`config.mk`:
```
export PLATFORM = sky130hd
export DESIGN_NAME = pipe_reg
export DESIGN_NICKNAME = d
export VERILOG_FILES = /design/src/rtl/pipe_reg_pkg.sv /design/src/rtl/pipe_slice.sv /design/src/rtl/pipe_reg.sv
export SDC_FILE = /design/constraint.sdc
export NUM_CORES = 1
export LEC_CHECK = 0
export CAP_MARGIN = 5
export CORE_MARGIN = 2
export CORE_UTILIZATION = 53
export DETAILED_ROUTE_END_ITERATION = 8
export MAX_ROUTING_LAYER = met4
export PLACE_DENSITY_LB_ADDON = 0.1
export RECOVER_POWER = 100
export SLEW_MARGIN = 20
export SYNTH_ARGS = -nofsm -noshare
export SYNTH_HDL_FRONTEND = slang
export SYNTH_SLANG_ARGS = --single-unit
export TNS_END_PERCENT = 10
```
`constraint.sdc`:
```
create_clock -name clk -period 2.92 [get_ports clk]
set_input_delay 0.292 -clock clk [delete_from_list [all_inputs] [get_ports clk]]
set_output_delay 0.292 -clock clk [all_outputs]
set_load 0.02 [all_outputs]
```
`src/rtl/pipe_reg_pkg.sv`:
```
// Shared definitions for the elastic pipeline register.
// Occupancy counter sizing lives here so the top and any wrapper agree on it.
package pipe_reg_pkg;

  // Bits needed to hold 0..2*stages words.
  function automatic int unsigned cnt_width(input int unsigned stages);
    return $clog2(2 * stages + 1);
  endfunction

endpackage

```
`src/rtl/pipe_slice.sv`:
```
// One elastic slice: main + skid register behind a 3-state occupancy FSM.
// in_ready and out_valid come straight from flops, so no out_ready->in_ready path exists.
module pipe_slice #(
  parameter int unsigned      WIDTH   = 32,
  parameter logic [WIDTH-1:0] RST_VAL = '0
) (
  input  logic             clk,
  input  logic             rst,
  input  logic             flush,
  input  logic             in_valid,
  output logic             in_ready,
  input  logic [WIDTH-1:0] in_data,
  output logic             out_valid,
  input  logic             out_ready,
  output logic [WIDTH-1:0] out_data
);

  typedef enum logic [1:0] {
    EMPTY = 2'd0,
    ONE   = 2'd1,
    TWO   = 2'd2
  } state_e;

  state_e           state;
  logic [WIDTH-1:0] main_q;
  logic [WIDTH-1:0] skid_q;
  logic             in_fire;
  logic             out_fire;

  assign in_fire  = in_valid & in_ready;
  assign out_fire = out_valid & out_ready;
  assign out_data = main_q;

  // Occupancy FSM with registered handshake outputs; data regs keep stale words when emptied.
  always_ff @(posedge clk) begin
    if (rst || flush) begin
      state     <= EMPTY;
      main_q    <= RST_VAL;
      skid_q    <= RST_VAL;
      in_ready  <= 1'b1;
      out_valid <= 1'b0;
    end else begin
      case (state)
        EMPTY: begin
          if (in_fire) begin
            state     <= ONE;
            main_q    <= in_data;
            out_valid <= 1'b1;
          end
        end
        ONE: begin
          if (in_fire && out_fire) begin
            main_q <= in_data;
          end else if (in_fire) begin
            state    <= TWO;
            skid_q   <= in_data;
            in_ready <= 1'b0;
          end else if (out_fire) begin
            state     <= EMPTY;
            out_valid <= 1'b0;
          end
        end
        TWO: begin
          if (out_fire) begin
            state    <= ONE;
            main_q   <= skid_q;
            in_ready <= 1'b1;
          end
        end
        default: begin
          state     <= EMPTY;
          in_ready  <= 1'b1;
          out_valid <= 1'b0;
        end
      endcase
    end
  end

endmodule

```
`src/rtl/pipe_reg.sv`:
```
// Parametrised elastic pipeline register: STAGES cascaded skid slices plus an occupancy count.
// rst and flush both empty the pipe on the next edge; rst wins when both are high.
module pipe_reg
  import pipe_reg_pkg::*;
#(
  parameter int unsigned      WIDTH   = 32,
  parameter int unsigned      STAGES  = 1,
  parameter logic [WIDTH-1:0] RST_VAL = '0
) (
  input  logic                         clk,
  input  logic                         rst,
  input  logic                         flush,
  input  logic                         in_valid,
  output logic                         in_ready,
  input  logic [WIDTH-1:0]             in_data,
  output logic                         out_valid,
  input  logic                         out_ready,
  output logic [WIDTH-1:0]             out_data,
  output logic [cnt_width(STAGES)-1:0] count
);

  localparam int unsigned CW = cnt_width(STAGES);

  logic             vld [STAGES+1];
  logic             rdy [STAGES+1];
  logic [WIDTH-1:0] dat [STAGES+1];

  assign vld[0]      = in_valid;
  assign dat[0]      = in_data;
  assign rdy[STAGES] = out_ready;

  for (genvar k = 0; k < STAGES; k++) begin : g_slice
    pipe_slice #(
      .WIDTH  (WIDTH),
      .RST_VAL(RST_VAL)
    ) u_slice (
      .clk      (clk),
      .rst      (rst),
      .flush    (flush),
      .in_valid (vld[k]),
      .in_ready (rdy[k]),
      .in_data  (dat[k]),
      .out_valid(vld[k+1]),
      .out_ready(rdy[k+1]),
      .out_data (dat[k+1])
    );
  end

  assign in_ready  = rdy[0];
  assign out_valid = vld[STAGES];
  assign out_data  = dat[STAGES];

  // Internal slice-to-slice moves conserve words, so only the boundary handshakes change the total.
  always_ff @(posedge clk) begin
    if (rst || flush) begin
      count <= '0;
    end else begin
      count <= count + CW'(in_valid & in_ready) - CW'(out_valid & out_ready);
    end
  end

endmodule

```
==> results of run 1 <==
registers in the layout, summed over array words and instances (netlist names):
| name | cells |
|---|---|
| count | 2 |
| g_slice.u_slice.in_ready | 1 |
| g_slice.u_slice.out_data | 32 |
| g_slice.u_slice.out_valid | 1 |
| g_slice.u_slice.skid_q | 32 |
| g_slice.u_slice.state | 2 |
layer usage:
metal	up-vias	part of all wire
met5	-	0
met1	1216	0.48
met3	13	0.039
li1	1267	-
met4	0	0.022
met2	64	0.46
kinds of logic (layout without fill, tap and decap cells):
logic type / after synthesis / count (layout)
AO/OA/AOI/OAI: 73 / 73
XOR/XNOR: 2 / 2
adder cells (fa/ha/maj): 1 / 1
buffers and inverters: 30 / 94
flip-flops: 70 / 70
multiplexers: 32 / 32
AND/OR/NAND/NOR: 118 / 118
worst min path at each step:
stage                                                from                                    endpoint  depth (start not counted)
5_1_grt        g_slice[0].u_slice.skid_q[30]$_SDFFE_PP0P_  g_slice[0].u_slice.skid_q[30]$_SDFFE_PP0P_                          2
4_1_cts         g_slice[0].u_slice.skid_q[9]$_SDFFE_PP0P_   g_slice[0].u_slice.skid_q[9]$_SDFFE_PP0P_                          2
2_1_floorplan                                         rst    g_slice[0].u_slice.in_ready$_SDFFE_PP1P_                          2
6_report       g_slice[0].u_slice.skid_q[14]$_SDFFE_PP0P_  g_slice[0].u_slice.skid_q[14]$_SDFFE_PP0P_                          2
3_5_place_dp    g_slice[0].u_slice.skid_q[9]$_SDFFE_PP0P_   g_slice[0].u_slice.skid_q[9]$_SDFFE_PP0P_                          2
3_3_place_gp   g_slice[0].u_slice.skid_q[13]$_SDFFE_PP0P_  g_slice[0].u_slice.skid_q[13]$_SDFFE_PP0P_                          2
report_power, final:
part           internal, µW  switching (µW)  total, µW  leakage, µW
Sequential              985            18.7       1000     0.000569
Combinational           134             162        296     0.000978
Clock                   350             335        685    0.0000865
cell usage in the layout, fill, tap and decap left out, drive strengths merged, types with 2 or more instances in the layout:
cell type and count:
nand3 4, dfxtp 70, clkbuf 16, mux2i 32
or2 2, dlygate4sd3 38, nand4 2, buf 4
nand2b 2, a211oi 32, clkdlybuf4s50 34, xnor2 2
a21oi 36, nand2 68, nor2 3, nor3 32
metrics by stage:
stage | cells | instance area [µm²] | worst slack, ns | total power, µW | hold slack [ns]
after floorplan | 326 | 3050 | 1.36 | 1210 | 0.420
after global placement | 447 | 3760 | 0.671 | 1330 | 0.441
after detailed placement | 447 | 3760 | 0.609 | 1340 | 0.446
after CTS | 462 | 3930 | 0.957 | 2020 | 0.455
after global routing | 462 | 3890 | 0.741 | 2070 | 0.472
final | 462 | 3890 | 0.841 | 1980 | 0.453
critical path, delay by kind of cell, from the launching register on:
kind	cells	cell delay (ns)
buffers and inverters	1	0.87
DFF	1	0.42
muxes	1	0.34
and+or+nand+nor	1	0.17
AOI/OAI and AO/OA	1	0.10
final cells by class:
class,instances,area [µm²]
multi-input cells,226,1450
inverters,1,3.75
flip-flops and latches,70,1400
clock buffers,14,163
well taps,72,90.1
clock inverters,1,5.00
fillers,467,1650
repair buffers,78,773
Yosys cell counts (all sizes together):
master | number | area share
nor2b | 1 | 0.0021
buf | 16 | 0.036
a211oi | 32 | 0.13
nor3 | 32 | 0.053
ha | 1 | 0.0041
dfxtp | 70 | 0.46
nand2 | 68 | 0.084
a21oi | 36 | 0.059
and3 | 1 | 0.0021
mux2i | 32 | 0.11
a211o | 1 | 0.0029
and4 | 1 | 0.0029
o22ai | 1 | 0.0041
clkbuf | 13 | 0.016
a21o | 1 | 0.0025
and2 | 1 | 0.0021
inv | 1 | 0.0012
nand4 | 2 | 0.0041
xnor2 | 2 | 0.0057
nand3 | 4 | 0.0066
o21ai | 1 | 0.0016
o21a | 1 | 0.0025
or2 | 2 | 0.0041
nand3b | 1 | 0.0025
nor2 | 3 | 0.0045
nand2b | 2 | 0.0041
==> flow_summary.json, run 1 <==
{
  "status": "completed",
  "drt_iter0_markers": 93,
  "cp.required_ns": 3.10,
  "worstPathCellList": "nand2b_2 -> clkbuf_2 -> mux2i_1 -> a211oi_2",
  "cts_tree": "yes",
  "max_cap_viol_count": 0,
  "p_leak_uw": 0.00163,
  "syn_avg_cell_area_um2": 9.35,
  "path_clk_slew_ns": 0.06,
  "fin_crit_sh": 0.712,
  "drc": 0,
  "powerDensity_nw_per_um2": 511,
  "synth_compound_gate_area_share": 0.201,
  "synthAdderAreaFrac": 0.00411,
  "fin_setup_tns_ns": 0,
  "wl_per_cell_um": 14.9,
  "coreArea_um2": 5540,
  "peakVddDrop_v": 0.000432,
  "max_freq_mhz": 481,
  "finalNetCount": 424,
  "hp-class": "reg2reg",
  "ios": 73,
  "overflow": 0,
  "syn_inst": 326,
  "syn-num-nets": 364,
  "grt-busiest-layer": "met2",
  "diodes": 0,
  "drt_first_pass_iters": 6,
  "synthSimpleGateAreaFrac": 0.171,
  "cts_htree_levels": 3,
  "global_route.usage.met3": 0.0419,
  "area_growth_pct": 27.5,
  "max_slew.worst_pin.slew_ns": 1.16,
  "setup_viol": 0,
  "vias_per_cell": 5.54,
  "drtAntennaViolNets": 0,
  "ys_seq_area_frac": 0.460,
  "critPathKind": "reg2reg",
  "drv_slew": 0,
  "cts_buffers": 9,
  "initial_core_util": 0.550,
  "skew_ns": 0.00551,
  "end_kind": "flip-flop",
  "yosysWarnings": 0,
  "synthMuxAreaShare": 0.105,
  "num_vias": 2560,
  "grt_pass1_vias": 2464,
  "gp_congestion": 0.782,
  "rr_worst_depth": 4,
  "clock_latency_ns": 0.34,
  "use_met2": 0.375,
  "r2r_setup_slack_ns": 0.84,
  "port_buffers": 72,
  "root_buffer": "clkbuf_8",
  "cts_max_path_buffers": 2,
  "die_h_um": 79.8,
  "drive_gt1_frac": 0.118,
  "cts_sinks": 70,
  "rows": 27,
  "synth_top_family_by_area": "compound AO/OA/AOI/OAI gates",
  "relSlewSlack": 0.227,
  "synth_cell_type_count": 31,
  "grt_use_total": 0.235,
  "die-area_um2": 6370,
  "crit_fanout": 33,
  "die_w_um": 79.8,
  "dp_hpwl_um": 4260,
  "grt_max_degree": 45,
  "cp_slowest_cell": "clkbuf_2",
  "routed_wl_um": 6880,
  "slowest_delay_ns": 0.87,
  "ctsHoldBuffers": 0,
  "rsz0062_at_grt": "false",
  "antenna_found_initial": 0,
  "grt_pass1_wl_um": 11400,
  "start_kind": "flip-flop",
  "r2r-start": "g_slice[0].u_slice.state[0]$_SDFFE_PP0P_",
  "ys_ff_latch": 70,
  "syn-cell-area_um2": 3050,
  "synth_xor_area_frac": 0.00575,
  "crit_path_start": "g_slice[0].u_slice.state[0]$_SDFFE_PP0P_",
  "post_cts_resized": 0,
  "crit_end": "g_slice[0].u_slice.out_data[15]$_SDFFE_PP0P_",
  "utilization": 0.702,
  "post_cts_buffers": 0,
  "crit_arrival_ns": 2.26,
  "hold_viol": 0,
  "min_period_ns": 2.08,
  "use_met1": 0.292,
  "r2r_end": "g_slice[0].u_slice.out_data[15]$_SDFFE_PP0P_"
}
No activity file was read; power rests on OpenSTA's default activity.
==> inputs of run 2 (changes only) <==
- CORE_UTILIZATION: 53 -> 49
- clock period: 2.92 -> 1.96 ns (I/O delays scaled with it)
==> flow_summary.json, run 2 (synthesis gave the netlist of run 1 again) <==
{
  "drv_slew": 0,
  "powerDensity_nw_per_um2": 812,
  "ctsHoldBuffers": 0,
  "die_w_um": 82.9,
  "skew_ns": 0.00718,
  "peakVddDrop_v": 0.000569,
  "crit_arrival_ns": 2.04,
  "wl_per_cell_um": 14.8,
  "max_freq_mhz": 556,
  "ff_latch_area_um2": 1400,
  "port_buffers": 72,
  "multiInputGateArea_um2": 1370,
  "r2r_setup_slack_ns": 0.16,
  "clock_latency_ns": 0.33,
  "grt_pass1_vias": 2418,
  "setup_viol": 0,
  "hold_path_depth": 3,
  "fin_setup_tns_ns": 0,
  "diodes": 0,
  "rr_worst_depth": 5,
  "die_h_um": 82.9,
  "coreArea_um2": 5960,
  "rows": 28,
  "min_period_ns": 1.80,
  "layout_common_cells": "dfxtp_1 (70), nand2_1 (68), a21oi_1 (36), clkdlybuf4s50_1 (36), dlygate4sd3_1 (36)",
  "finalPower_uw": 3210,
  "status": "completed",
  "drt_first_pass_iters": 4,
  "max_cap_viol_count": 0,
  "finalNetCount": 429,
  "cts_buffers": 9,
  "path_clk_slew_ns": 0.08,
  "drt_iter0_markers": 126,
  "start_kind": "flip-flop",
  "place_worst_setup_slack_ns": 0.0317,
  "drive_gt1_frac": 0.0960,
  "num_vias": 2543,
  "ios": 73,
  "post_cts_resized": 0,
  "vias_per_cell": 5.40,
  "fin_crit_sh": 0.917,
  "drtAntennaViolNets": 0,
  "p_leak_uw": 0.00169,
  "relSlewSlack": 0.787,
  "end_kind": "flip-flop",
  "post_cts_buffers": 0,
  "critPathKind": "reg2reg",
  "initial_core_util": 0.512,
  "cts_max_path_buffers": 2,
  "cp.required_ns": 2.20,
  "max_slew.worst_pin.slew_ns": 0.320,
  "worst_hold_slack_ns": 0.433,
  "rsz0062_at_grt": "false",
  "cts_sinks": 70,
  "grt_use_total": 0.210,
  "cts_tree": "yes",
  "hold_viol": 0,
  "setup_slack_ns": 0.163,
  "final_common_cell": "dfxtp_1",
  "gp_congestion": 0.754,
  "drc": 0,
  "area_growth_pct": 29.7,
  "dp_hpwl_um": 4420,
  "antenna_found_initial": 0,
  "root_buffer": "clkbuf_8",
  "overflow": 0,
  "num-fill-cells": 532,
  "cts_htree_levels": 3,
  "hp-class": "in2reg",
  "routed_wl_um": 6970,
  "die-area_um2": 6870,
  "grt_max_degree": 55,
  "crit_fanout": 13,
  "grt_pass1_wl_um": 11600
}
run 2: worst paths after layout:
kind	startpoint	to
setup / recovery	g_slice[0].u_slice.state[0]$_SDFFE_PP0P_	g_slice[0].u_slice.out_data[3]$_SDFFE_PP0P_
hold / removal	in_data[19]	g_slice[0].u_slice.skid_q[19]$_SDFFE_PP0P_
setup reg to reg	g_slice[0].u_slice.state[0]$_SDFFE_PP0P_	g_slice[0].u_slice.out_data[3]$_SDFFE_PP0P_
hold reg to reg	g_slice[0].u_slice.skid_q[8]$_SDFFE_PP0P_	g_slice[0].u_slice.skid_q[8]$_SDFFE_PP0P_
run 2: metrics by stage:
step / std cells / utilization / cell area [µm²]
after floorplan: 326 / - / 3050
after detailed placement: 455 / 0.647 / 3850
after global placement: 455 / 0.647 / 3850
final: 471 / 0.664 / 3950
after global routing: 471 / 0.664 / 3950
after CTS: 471 / 0.684 / 4070
run 2: power by group:
group          switching, µW  internal, µW
registers               26.1          1470
clock network            533           746
logic                    231           206
total                    790          2420
run 2: layer usage:
layer	wire length [µm]	vias to the layer above	GRT usage
met5	0	-	-
met4	69	0	0.0671
met3	372	6	0.0408
met2	3310	83	0.330
met1	3220	1181	0.273
li1	-	1273	-
run 2: worst max-delay path: stages, from the launching register on:
cell	delay, ns
dfxtp_1	0.42
nand2b_2	0.33
o22ai_2	0.16
or2_2	0.30
buf_2	0.23
a211oi_1	0.25
run 2: area by class of cell:
class / count / share of cell area
clock buffer: 10 / 0.0348
sequential: 70 / 0.355
tap: 75 / 0.0237
inverter: 1 / 0.000950
clock inverter: 6 / 0.0215
multi-input combinational: 226 / 0.347
timing repair buffer: 83 / 0.217
==> inputs of run 3 (changes only) <==
- ABC_AREA: default -> 1
- CORE_UTILIZATION: 49 -> 50
==> flow_summary.json, run 3 <==
{
  "status": "completed",
  "drc": 0,
  "fin_setup_tns_ns": 0,
  "place_worst_setup_slack_ns": 0.0893,
  "die_h_um": 84.4,
  "area_growth_pct": 31.1,
  "gp_congestion": 0.928,
  "synthSimpleGateAreaFrac": 0.407,
  "drtAntennaViolNets": 0,
  "cp.required_ns": 2.23,
  "root_buffer": "clkbuf_8",
  "die_w_um": 84.4,
  "skew_ns": 0.00885,
  "dp_hpwl_um": 5390,
  "post_cts_resized": 0,
  "ys_seq_area_frac": 0.434,
  "final_common_cell": "nand2_1",
  "cts_tree": "yes",
  "yosysTopAreaCell": "dfxtp_1",
  "crit_arrival_ns": 1.98,
  "ys_ff_latch": 70,
  "grt_max_degree": 34,
  "ys.flop_type": "dfxtp_1",
  "routed_wl_um": 8470,
  "max_slew.worst_pin.slew_ns": 0.629,
  "end_kind": "flip-flop",
  "synth_xor_area_frac": 0.00542,
  "p_leak_uw": 0.00192,
  "setup_slack_ns": 0.252,
  "cts_max_path_buffers": 2,
  "wl_per_cell_um": 13.1,
  "min_period_ns": 1.71,
  "cts_sinks": 70,
  "synth-edff-count": 0,
  "post_synth_main_area_contributors": "dfxtp_1 (43%), nand2_1 (21%), nor2_1 (8.1%)",
  "syn_avg_cell_area_um2": 6.52,
  "num_vias": 3317,
  "drt_iter0_markers": 177,
  "coreArea_um2": 6310,
  "layout_common_cells": "nand2_1 (180), nor2_1 (70), dfxtp_1 (70)",
  "synth_cell_type_count": 20,
  "initial_core_util": 0.511,
  "grt_pass1_vias": 3097,
  "drive_gt1_frac": 0.0651,
  "fin_crit_sh": 0.871,
  "diodes": 0,
  "syn-cell-area_um2": 3230,
  "yosysWarnings": 0,
  "finalNetCount": 601,
  "syn_inst": 495,
  "overflow": 0,
  "syn-num-nets": 533,
  "rows": 29,
  "synth.most_common_cell": "nand2_1",
  "critPathKind": "reg2reg",
  "peakVddDrop_v": 0.000499,
  "max_freq_mhz": 585,
  "synth_top_area_frac": 0.434,
  "cts_htree_levels": 3,
  "post_cts_buffers": 0,
  "port_buffers": 72,
  "synthAdderAreaFrac": 0.00387,
  "synth_compound_gate_area_share": 0.0593,
  "max_cap_viol_count": 0,
  "grt_pass1_wl_um": 14200,
  "start_kind": "flip-flop",
  "rsz0062_at_grt": "false",
  "vias_per_cell": 5.14,
  "powerDensity_nw_per_um2": 747,
  "relSlewSlack": 0.579,
  "setup_viol": 0,
  "cts_buffers": 9,
  "hold_viol": 0,
  "synthMuxAreaShare": 0,
  "die-area_um2": 7120,
  "ios": 73,
  "hp-class": "in2reg",
  "ctsHoldBuffers": 0,
  "path_clk_slew_ns": 0.07,
  "async_flop_share": 0,
  "crit_fanout": 31,
  "grt_use_total": 0.255,
  "drv_slew": 0,
  "yosys-top-cells-count": "nand2_1 (179), dfxtp_1 (70), nor2_1 (70)",
  "synth_top_family_by_area": "simple AND/OR/NAND/NOR gates",
  "antenna_found_initial": 0,
  "clock_latency_ns": 0.34,
  "drt_first_pass_iters": 6
}
[run 3: cell count changes in the layout (fill, tap and decap cells not counted), sizes merged, moves of 5 or more]
cell,delta
nand2,+114
nand3,+30
inv,+39
mux2i,-32
nor2,+70
a211oi,-32
nor3,-32
nand4,+23
clkbuf,+5
[run 3: kinds of logic after synthesis]
| kind of cell | after synthesis |
|---|---|
| AOI/OAI and AO/OA | 38 |
| xor gates and xnor gates | 2 |
| adders and majority gates | 1 |
| buffers and inverters | 70 |
| DFF | 70 |
| and+or+nand+nor | 314 |
[run 3: metal layers]
layer  track usage  routed length (µm)
met1         0.313                3790
met2         0.413                4040
met3        0.0501                 547
met4        0.0996                 103
met5             -                   0
[run 3: report_power, final]
| group | switching, µW | internal, µW | total [µW] |
|---|---|---|---|
| sequential | 22.6 | 1460 | 1490 |
| combinational | 276 | 211 | 487 |
| clock | 536 | 652 | 1190 |
[run 3: path summary, 6_finish.rpt]
kind / start / endpoint / cells past startpoint / slack (ns)
setup / recovery: g_slice[0].u_slice.state[0]$_SDFFE_PP0P_ / g_slice[0].u_slice.out_valid$_SDFFE_PP0P_ / 7 / 0.25
hold / removal: in_data[16] / g_slice[0].u_slice.skid_q[16]$_SDFFE_PP0P_ / 3 / 0.46
setup reg to reg: g_slice[0].u_slice.state[0]$_SDFFE_PP0P_ / g_slice[0].u_slice.out_valid$_SDFFE_PP0P_ / 7 / 0.25
hold reg to reg: g_slice[0].u_slice.skid_q[16]$_SDFFE_PP0P_ / g_slice[0].u_slice.skid_q[16]$_SDFFE_PP0P_ / 2 / 0.46
[run 3: cell type report]
class	instances	area, µm²
tap	77	96.3
clock buffer	12	155
sequential	70	1400
multi-input combinational	355	1530
fill	558	2080
inverter	40	150
timing repair buffer	87	853
clock inverter	4	45.0
[run 3: stage by stage]
stage	hold slack [ns]	utilization	total power, µW	cell area, µm²	std cells
global route	0.464	0.671	3290	4230	645
finish	0.459	0.671	3160	4230	645
global placement	0.448	0.642	2020	4060	629
CTS	0.447	0.674	3200	4260	645
floorplan	0.361	-	1800	3230	495
detailed placement	0.452	0.642	2020	4060	629
[run 3: critical path: stages, from the launching register on]
cell and delay (ns):
dfxtp_1 0.42, inv_1 0.11, nor2_1 0.30, clkbuf_4 0.47
nand2_1 0.11, nand2_1 0.07, nand2_1 0.05, a21oi_1 0.11
